## config.mk

```make
export PLATFORM = sky130hd
export DESIGN_NAME = send_scheduler
export DESIGN_NICKNAME = d
export VERILOG_FILES = /design/src/rtl/send_scheduler.sv
export SDC_FILE = /design/constraint.sdc
export NUM_CORES = 1
export LEC_CHECK = 0
export BUFFER_PORTS_ARGS = -buffer_cell sky130_fd_sc_hd__clkbuf_2
export CORE_ASPECT_RATIO = 0.5
export CORE_MARGIN = 2
export CORE_UTILIZATION = 55
export DETAILED_ROUTE_END_ITERATION = 8
export PLACE_DENSITY = 0.73
export SLEW_MARGIN = 0
export SYNTH_ARGS = -nofsm -noshare
export SYNTH_HDL_FRONTEND = slang
export SYNTH_SLANG_ARGS = --single-unit
```

## constraint.sdc

```tcl
create_clock -name clk -period 5.77 [get_ports clk]
set_clock_uncertainty 0.1 [all_clocks]
set_input_delay 1.154 -clock clk [delete_from_list [all_inputs] [get_ports clk]]
set_output_delay 1.154 -clock clk [all_outputs]
set_load 0.01 [all_outputs]
```

## src/rtl/send_scheduler.sv

```systemverilog
// send_scheduler
//   Arbitrates the single outbound serial link among four requesters
//   (ACK > LOST > READY > DATA). It issues one packet at a time and runs
//   1-bit stop-and-wait with timeout/retransmit on DATA, READY and LOST packets.
//   Optional build macro SEND_SCHED_STATS_EN adds the saturating counters
//   pkts_sent_cnt and retrans_cnt.
module send_scheduler #(
    parameter int unsigned ACK_TIMEOUT_CYCLES = 20000,
    parameter int unsigned MAX_RETRIES        = 4,
    parameter int unsigned TMO_W              = 16
) (
    input  logic       clk,
    input  logic       rst_l,
    input  logic       ack_req,
    input  logic       ack_req_seq,
    input  logic       lost_req,
    input  logic       ready_req,
    input  logic       data_req,
    input  logic       ack_received,
    input  logic       ack_seq,
    input  logic       link_done,
    output logic       pkt_start,
    output logic [1:0] pkt_type,
    output logic       pkt_seq,
    output logic       busy,
    output logic       link_error,
    output logic [2:0] retry_cnt
`ifdef SEND_SCHED_STATS_EN
    ,
    output logic [7:0] pkts_sent_cnt,
    output logic [7:0] retrans_cnt
`endif
);

    typedef enum logic [1:0] {
        S_IDLE,
        S_SEND,
        S_WAIT_ACK,
        S_SEND_ACK_IN_WAIT
    } state_e;

    typedef enum logic [1:0] {
        PT_DATA  = 2'd0,
        PT_ACK   = 2'd1,
        PT_READY = 2'd2,
        PT_LOST  = 2'd3
    } pkt_type_e;

    localparam logic [TMO_W-1:0] TMO_LAST  = TMO_W'(ACK_TIMEOUT_CYCLES - 1);
    localparam logic [2:0]       RETRY_MAX = 3'(MAX_RETRIES);

    state_e          state_q, state_d;
    pkt_type_e       type_q, type_d;
    pkt_type_e       cur_type_q, cur_type_d;
    logic            start_q, start_d;
    logic            seq_q, seq_d;
    logic            tx_seq_q, tx_seq_d;
    logic [2:0]      retry_q, retry_d;
    logic [TMO_W-1:0] tmo_q, tmo_d;
    logic            err_q, err_d;
    logic            got_ack_q, got_ack_d;

    logic            ack_pend_q, ack_pend_seq_q;
    logic            lost_pend_q, ready_pend_q, data_pend_q;
    logic            lost_lvl_q, ready_lvl_q;

    logic            lost_rise, ready_rise;
    logic            ack_eff, ack_seq_eff, lost_eff, ready_eff, data_eff;
    logic            ack_match;
    logic            take_ack, take_lost, take_ready, take_data;

    // Requests seen this cycle count as pending, giving one-cycle latency from
    // request to pkt_start; a LOST edge supersedes any queued READY.
    assign lost_rise   = lost_req & ~lost_lvl_q;
    assign ready_rise  = ready_req & ~ready_lvl_q;
    assign ack_eff     = ack_pend_q | ack_req;
    assign ack_seq_eff = ack_req ? ack_req_seq : ack_pend_seq_q;
    assign lost_eff    = lost_pend_q | lost_rise;
    assign ready_eff   = (ready_pend_q | ready_rise) & ~lost_rise;
    assign data_eff    = data_pend_q | data_req;
    assign ack_match   = ack_received & (ack_seq == tx_seq_q);

    assign pkt_start  = start_q;
    assign pkt_type   = type_q;
    assign pkt_seq    = seq_q;
    assign busy       = (state_q != S_IDLE);
    assign link_error = err_q;
    assign retry_cnt  = retry_q;

    // Next-state, next-output and stop-and-wait bookkeeping
    always_comb begin
        state_d    = state_q;
        start_d    = 1'b0;
        type_d     = type_q;
        seq_d      = seq_q;
        cur_type_d = cur_type_q;
        tx_seq_d   = tx_seq_q;
        retry_d    = retry_q;
        tmo_d      = tmo_q;
        err_d      = err_q;
        got_ack_d  = got_ack_q;
        take_ack   = 1'b0;
        take_lost  = 1'b0;
        take_ready = 1'b0;
        take_data  = 1'b0;
        case (state_q)
            S_IDLE: begin
                if (ack_eff) begin
                    start_d  = 1'b1;
                    type_d   = PT_ACK;
                    seq_d    = ack_seq_eff;
                    take_ack = 1'b1;
                    state_d  = S_SEND;
                end else if (lost_eff) begin
                    start_d    = 1'b1;
                    type_d     = PT_LOST;
                    cur_type_d = PT_LOST;
                    seq_d      = tx_seq_q;
                    take_lost  = 1'b1;
                    state_d    = S_SEND;
                end else if (ready_eff) begin
                    start_d    = 1'b1;
                    type_d     = PT_READY;
                    cur_type_d = PT_READY;
                    seq_d      = tx_seq_q;
                    take_ready = 1'b1;
                    state_d    = S_SEND;
                end else if (data_eff) begin
                    start_d    = 1'b1;
                    type_d     = PT_DATA;
                    cur_type_d = PT_DATA;
                    seq_d      = tx_seq_q;
                    take_data  = 1'b1;
                    state_d    = S_SEND;
                end
            end
            S_SEND: begin
                if (link_done) begin
                    if (type_q == PT_ACK) begin
                        state_d = S_IDLE;
                    end else begin
                        tmo_d   = '0;
                        state_d = S_WAIT_ACK;
                    end
                end
            end
            S_WAIT_ACK: begin
                if (ack_match) begin
                    tx_seq_d = ~tx_seq_q;
                    retry_d  = '0;
                    state_d  = S_IDLE;
                end else if (ack_eff) begin
                    // Timeout counter is left untouched so it resumes afterwards
                    start_d   = 1'b1;
                    type_d    = PT_ACK;
                    seq_d     = ack_seq_eff;
                    take_ack  = 1'b1;
                    got_ack_d = 1'b0;
                    state_d   = S_SEND_ACK_IN_WAIT;
                end else if (tmo_q == TMO_LAST) begin
                    if (retry_q < RETRY_MAX) begin
                        retry_d = retry_q + 3'd1;
                        start_d = 1'b1;
                        type_d  = cur_type_q;
                        seq_d   = tx_seq_q;
                        state_d = S_SEND;
                    end else begin
                        err_d   = 1'b1;
                        retry_d = '0;
                        state_d = S_IDLE;
                    end
                end else begin
                    tmo_d = tmo_q + 1'b1;
                end
            end
            S_SEND_ACK_IN_WAIT: begin
                // An ACK for our own packet may land while our ACK reply is
                // still shifting out; remember it instead of losing it.
                if (ack_match) begin
                    got_ack_d = 1'b1;
                end
                if (link_done) begin
                    if (got_ack_q || ack_match) begin
                        tx_seq_d  = ~tx_seq_q;
                        retry_d   = '0;
                        got_ack_d = 1'b0;
                        state_d   = S_IDLE;
                    end else begin
                        state_d = S_WAIT_ACK;
                    end
                end
            end
            default: state_d = S_IDLE;
        endcase
    end

    // FSM state and registered packet outputs
    always_ff @(posedge clk or negedge rst_l) begin
        if (!rst_l) begin
            state_q    <= S_IDLE;
            start_q    <= 1'b0;
            type_q     <= PT_DATA;
            seq_q      <= 1'b0;
            cur_type_q <= PT_DATA;
            tx_seq_q   <= 1'b0;
            retry_q    <= '0;
            tmo_q      <= '0;
            err_q      <= 1'b0;
            got_ack_q  <= 1'b0;
        end else begin
            state_q    <= state_d;
            start_q    <= start_d;
            type_q     <= type_d;
            seq_q      <= seq_d;
            cur_type_q <= cur_type_d;
            tx_seq_q   <= tx_seq_d;
            retry_q    <= retry_d;
            tmo_q      <= tmo_d;
            err_q      <= err_d;
            got_ack_q  <= got_ack_d;
        end
    end

    // Pending request flags and level-input edge history
    always_ff @(posedge clk or negedge rst_l) begin
        if (!rst_l) begin
            ack_pend_q     <= 1'b0;
            ack_pend_seq_q <= 1'b0;
            lost_pend_q    <= 1'b0;
            ready_pend_q   <= 1'b0;
            data_pend_q    <= 1'b0;
            lost_lvl_q     <= 1'b0;
            ready_lvl_q    <= 1'b0;
        end else begin
            ack_pend_q     <= ack_eff & ~take_ack;
            ack_pend_seq_q <= ack_seq_eff;
            lost_pend_q    <= lost_eff & ~take_lost;
            ready_pend_q   <= ready_eff & ~take_ready;
            data_pend_q    <= data_eff & ~take_data;
            lost_lvl_q     <= lost_req;
            ready_lvl_q    <= ready_req;
        end
    end

`ifdef SEND_SCHED_STATS_EN
    logic [7:0] sent_q, retrans_q;
    logic       retrans_evt;

    // A non-ACK launch from WAIT_ACK can only be a timeout re-issue
    assign retrans_evt   = start_d && (state_q == S_WAIT_ACK) && (type_d != PT_ACK);
    assign pkts_sent_cnt = sent_q;
    assign retrans_cnt   = retrans_q;

    // Saturating packet and retransmission counters
    always_ff @(posedge clk or negedge rst_l) begin
        if (!rst_l) begin
            sent_q    <= '0;
            retrans_q <= '0;
        end else begin
            if (start_d && (sent_q != 8'hFF)) begin
                sent_q <= sent_q + 8'd1;
            end
            if (retrans_evt && (retrans_q != 8'hFF)) begin
                retrans_q <= retrans_q + 8'd1;
            end
        end
    end
`endif

endmodule

```

; Word level (Yosys, flattened, before mapping)
; Cells that the tools add are included.
[word_totals]
register_bits = 37
output_inout_bits = 9
wordCells = 157
[op_classes]
n_addsub = 2
magnitude_cmp = 1
n_eq_ne = 21
n_mux = 78
n_bitwise = 23
reduce_logical = 15
[ops]
columns = operator, n
row1 = 16-bit two-way mux, 5
row2 = 1-bit two-way mux, 39
row3 = 2-bit two-way mux, 19
row4 = 16-bit case mux with 2 select lines, 1
row5 = 3-bit two-way mux, 6
row6 = 2-bit != test (second input constant), 9
row7 = 16-bit by 1-bit adder with 16-bit output (second input constant), 1
row8 = 16-bit by 15-bit equality test with 1-bit output (second input constant), 1
row9 = 5-bit AND reduction, 3
row10 = 3-bit != test (second input constant), 4
row11 = 1-bit inverter, 11
row12 = 1-bit case mux with 2 select lines, 5
row13 = 1-bit AND, 8
row14 = 2-bit case mux with 4 select lines, 1
row15 = 4-bit AND reduction, 2
row16 = 2-bit nonzero test, 4
row17 = 3-bit case mux with 2 select lines, 1
row18 = 3-bit AND reduction, 2
row19 = 6-bit AND reduction, 1
row20 = 5-bit != test (second input constant), 1
row21 = 2-bit by 1-bit equality test with 1-bit output (second input constant), 2
row22 = 2-bit equality test (second input constant), 2
row23 = 4-bit != test (second input constant), 1
row24 = 1-bit bitwise OR, 4
row25 = other kinds (7), 7

; Longest topological paths before layout
[logic_depth]
ltp_word = 10
mapped_depth = 7
depth_no_buf = 6

; Worst setup path before layout
; Ideal clock, no wire load.
[synth_timing]
kind = input port to flip-flop
startpoint = input port ack_req
endpoint = register tmo_q[6]
setup_ns = 0.126
arrival_time_ns = 2.434
t_required_ns = 5.544
path_slack_ns = 3.110
cell_stages = 6
path_buffers = 1
cell_sequence = or2_2 > clkbuf_1 > a21o_1 > a21oi_1 > nand2_1 > a221o_1
[synth_between]
elab_chain_len = 3
[synth_rtl]
columns = element, line_no
row1 = "start, declared", 14  ; input logic ack_req,
row2 = 1-bit bitwise OR, 76  ; assign ack_eff = ack_pend_q | ack_req;
row3 = 2-bit != test (no source line), n/a
row4 = 6-bit AND reduction (no source line), n/a
row5 = "end signal, assigned", 218  ; tmo_q <= tmo_d;
row6 = "end, declared", 59  ; logic [TMO_W-1:0] tmo_q, tmo_d;
; No other way between the ends.
; A chain may end at the register's enable or synchronous reset.

; Worst setup path in the final report
[layout_timing]
startpoint = input port ack_seq
endpoint = register type_q[1], in the netlist pkt_type[1]
[layout_between]
elab_chain_len = 4
[layout_rtl]
columns = element, line_no
row1 = "start, declared", 20  ; input logic ack_seq,
row2 = 1-bit equality test, 81  ; assign ack_match = ack_received & (ack_seq == tx_seq_q);
row3 = 1-bit AND, 81
row4 = 2-bit != test (no source line), n/a
row5 = 5-bit AND reduction (no source line), n/a
row6 = "end signal, assigned", 213  ; type_q <= type_d;
row7 = "end, declared", 53  ; pkt_type_e type_q, type_d;
; No other way between the ends.

==> results.md <==
- Status: completed
- Slowest CP cell: a2111oi_1
- Max-Cap Viols: 0
- Register bit count reported by yosys: 37
- Placed instance count: 276
- Comb power frac: 33.1%
- Sequential fraction of the synthesis area: 45.93%
- Syn. warnings: 0
- Clk pwr share: 23.2%
- DRT Pass-1 Iters: 4
- CP peak stage delay: 650 ps
- Part of the cycle the worst path needs: 47.35%
- Pleak: 0.9952 nW
- CTS tree: yes
- RSZ-0062 raised after global routing: false
- First-pass GRT wire length: 7714 um
- Initial Utilization: 58.05%
- Hold-fix buffers at CTS: 0
- Max Freq: 0.3660 GHz
- Setup Crit Path Kind: in2reg
- Avg WL per Cell: 16.14 um
- Number of DRC markers in iteration 0: 111
- Syn_area_per_cell: 9.375 um^2
- Critical Path AT: 2820 ps
- Multi-input gate area: 1037 um^2
- Register share of total power: 43.7%
- Diodes inserted: 0
- CTS buffer count: 5
- DRT Wirelength: 4584 um
- Critical Path Start Type: primary input
- PwrDens: 390.3 nW/um^2
- Cts repair resizes: 0
- Mapped Cells: 215
- Primary FF master, synth: dfrtp_1
- Clock Latency Late Sink: 290 ps
- Vias in the first global route: 1570
- Post-DP HPWL: 3231 um
- Worst Max-Slew Pin Slew: 920.5 ps
- Final setup TNS: 0 ps
- Crit. End Element: flip-flop
- Die Span Y: 46.81 um
- Required time worst endpoint: 5850 ps
- Register area: 925.9 um^2
- Worst-path cell chain: clkbuf_2 -> xnor2_1 -> and3_1 -> a2111oi_1 -> nor2_1 -> a22o_1
- GR Overflow Total: 0
- DP Worst Slack: 2767 ps
- Fillers: 303
- CTS H-tree lvls: 2
- Area grow syn2layout: 10.99%
- Post-route insts no fill: 284
- Worst-path clk slew: 70 ps
- Root buf cell: clkbuf_8
- DRC viols: 0
- Nets: 244
- Vias per cell: 6.106
- Gpl congestion: 0.8728
- Clock Tree Buf Depth: 2
- Setup Fix Bufs, Post-CTS: 0
- P_sw: 0.3319 mW
- Syn Nets: 227
- Die X: 89.62 um
- FP Rows: 15
- HP Class: reg2reg
- Tmin final: 2732 ps
- I/O Buffers: 18
- DR vias: 1734
- All-Layer GR Usage: 25.15%
- Post-synth ARST share: 100.0%
- Number of distinct library cells after synthesis: 53
- Post-synth EDFFs: 0
- CP max FO: 5
- Pins Over Slew Limit: 0
- Most frequent cells in the layout: dfrtp_1 (37), nor2_1 (24), a21oi_1 (19)
- Setup violators final: 0
- CORE AREA: 3472 um^2
- Cell-internal power: 0.5414 mW
- Commonest non-fill, non-tap cell in the layout: dfrtp_1
- Maximum vdd drop: 0.2099 mV
- Final worst setup slack: 3038 ps
- Fin. Hold Viols: 0
- Post-Syn Area: 2016 um^2
- Largest net degree at the start of global routing: 38
- Max-slew headroom: 38.63%
- Die area: 4194 um^2
- DRT antenna net count: 0
- Initial antenna violation count: 0
- Clk sink count: 37
- Sw Share: 38.01%
- # IOs: 19
- Layout cells sized above 1: 15.02%
-- cell usage after synthesis, types with 2 or more instances --
library cell	n	area [um^2]
a211o_1	2	17.52
a21o_1	2	15.01
a21oi_1	19	95.09
a221o_1	2	20.02
a22o_1	2	17.52
a31oi_1	7	43.79
a41oi_1	2	17.52
and2_1	3	18.77
and3_1	6	37.54
buf_2	3	15.01
clkbuf_1	5	18.77
dfrtp_1	37	925.9
ha_1	2	25.02
inv_1	5	18.77
mux2i_1	2	20.02
nand2_1	11	41.29
nand2b_1	7	43.79
nand3_1	6	30.03
nand3b_1	2	15.01
nand4_1	5	31.28
nor2_1	24	90.09
nor2b_1	3	18.77
nor3_1	5	25.02
nor4_1	3	18.77
nor4bb_1	2	20.02
o21a_1	4	30.03
o21ai_0	14	70.07
o31ai_1	4	30.03
or2_2	2	12.51
-- stage by stage --
step	total power [mW]	area, um^2	util [%]	hold slack [ps]
after floorplan	0.5841	2016	-	367.6
after global placement	0.6650	2136	61.51	355.6
after detailed placement	0.6733	2136	61.51	364.3
after CTS	0.8742	2237	64.43	379.9
after global routing	0.9361	2237	64.43	401.6
final	0.8732	2237	64.43	375.1
-- layout make-up --
class / count / area share, %
Tap cell: 51 / 2.852
Clock inverter: 1 / 0.2237
Inverter: 5 / 0.8389
Sequential cell: 37 / 41.39
Multi-Input combinational cell: 165 / 46.36
Clock buffer: 7 / 4.306
Timing Repair Buffer: 18 / 4.027
-- worst max-delay path, delay by kind of cell --
kind	cells	cell delay, ps
compound gates	2	920
simple gates	2	460
xor+xnor	1	190
buf+inv	1	90
-- power by group through the flow --
stage	sequential (mW)	combinational, mW	clock (mW)
finish	0.382	0.289	0.203
global route	0.392	0.328	0.216
CTS	0.381	0.290	0.203
detailed placement	0.385	0.288	0
global placement	0.383	0.282	0
floorplan	0.371	0.213	0
-- state kept, by name, indices dropped and copies added, names as in the netlist, 2 cells and up --
register	count
tmo_q	16
pkt_type	2
cur_type_q	2
state_q	2
retry_cnt	3
-- per-layer routing --
metal  up-vias  GRT usage, %  part of all wire (%)
li1        833             -                     -
met1       830         35.36                    46
met2        63         37.21                    45
met3         8         6.151                   6.8
met4         0         11.94                   1.7
met5         -             0                     0
-- logic make-up after synthesis --
kind of cell               synth area share, %
and+or+nand+nor                          25.76
AOI/OAI and AO/OA                        22.04
DFF                                      45.93
buffers and inverters                    2.607
muxes                                    1.552
xor gates and xnor gates                0.8692
adders and majority gates                1.241
-- worst paths after layout --
| path | from | endpoint | slack (ps) | depth (start not counted) |
|---|---|---|---|---|
| worst max-delay path | ack_seq | pkt_type[1]$_DFFE_PN0P_ | 3040 | 6 |
| worst min-delay path | link_error$_DFFE_PN0P_ | link_error$_DFFE_PN0P_ | 380 | 1 |
| worst max register to register | tmo_q[9]$_DFFE_PN0P_ | tmo_q[0]$_DFFE_PN0P_ | 3410 | 5 |
| worst min register to register | link_error$_DFFE_PN0P_ | link_error$_DFFE_PN0P_ | 380 | 1 |
| max in group asynchronous | rst_l | lost_lvl_q$_DFF_PN0_ | 4120 | 1 |
| min in group asynchronous | rst_l | tmo_q[12]$_DFFE_PN0P_ | 880 | 1 |
Power figures use the tool's default switching activity.
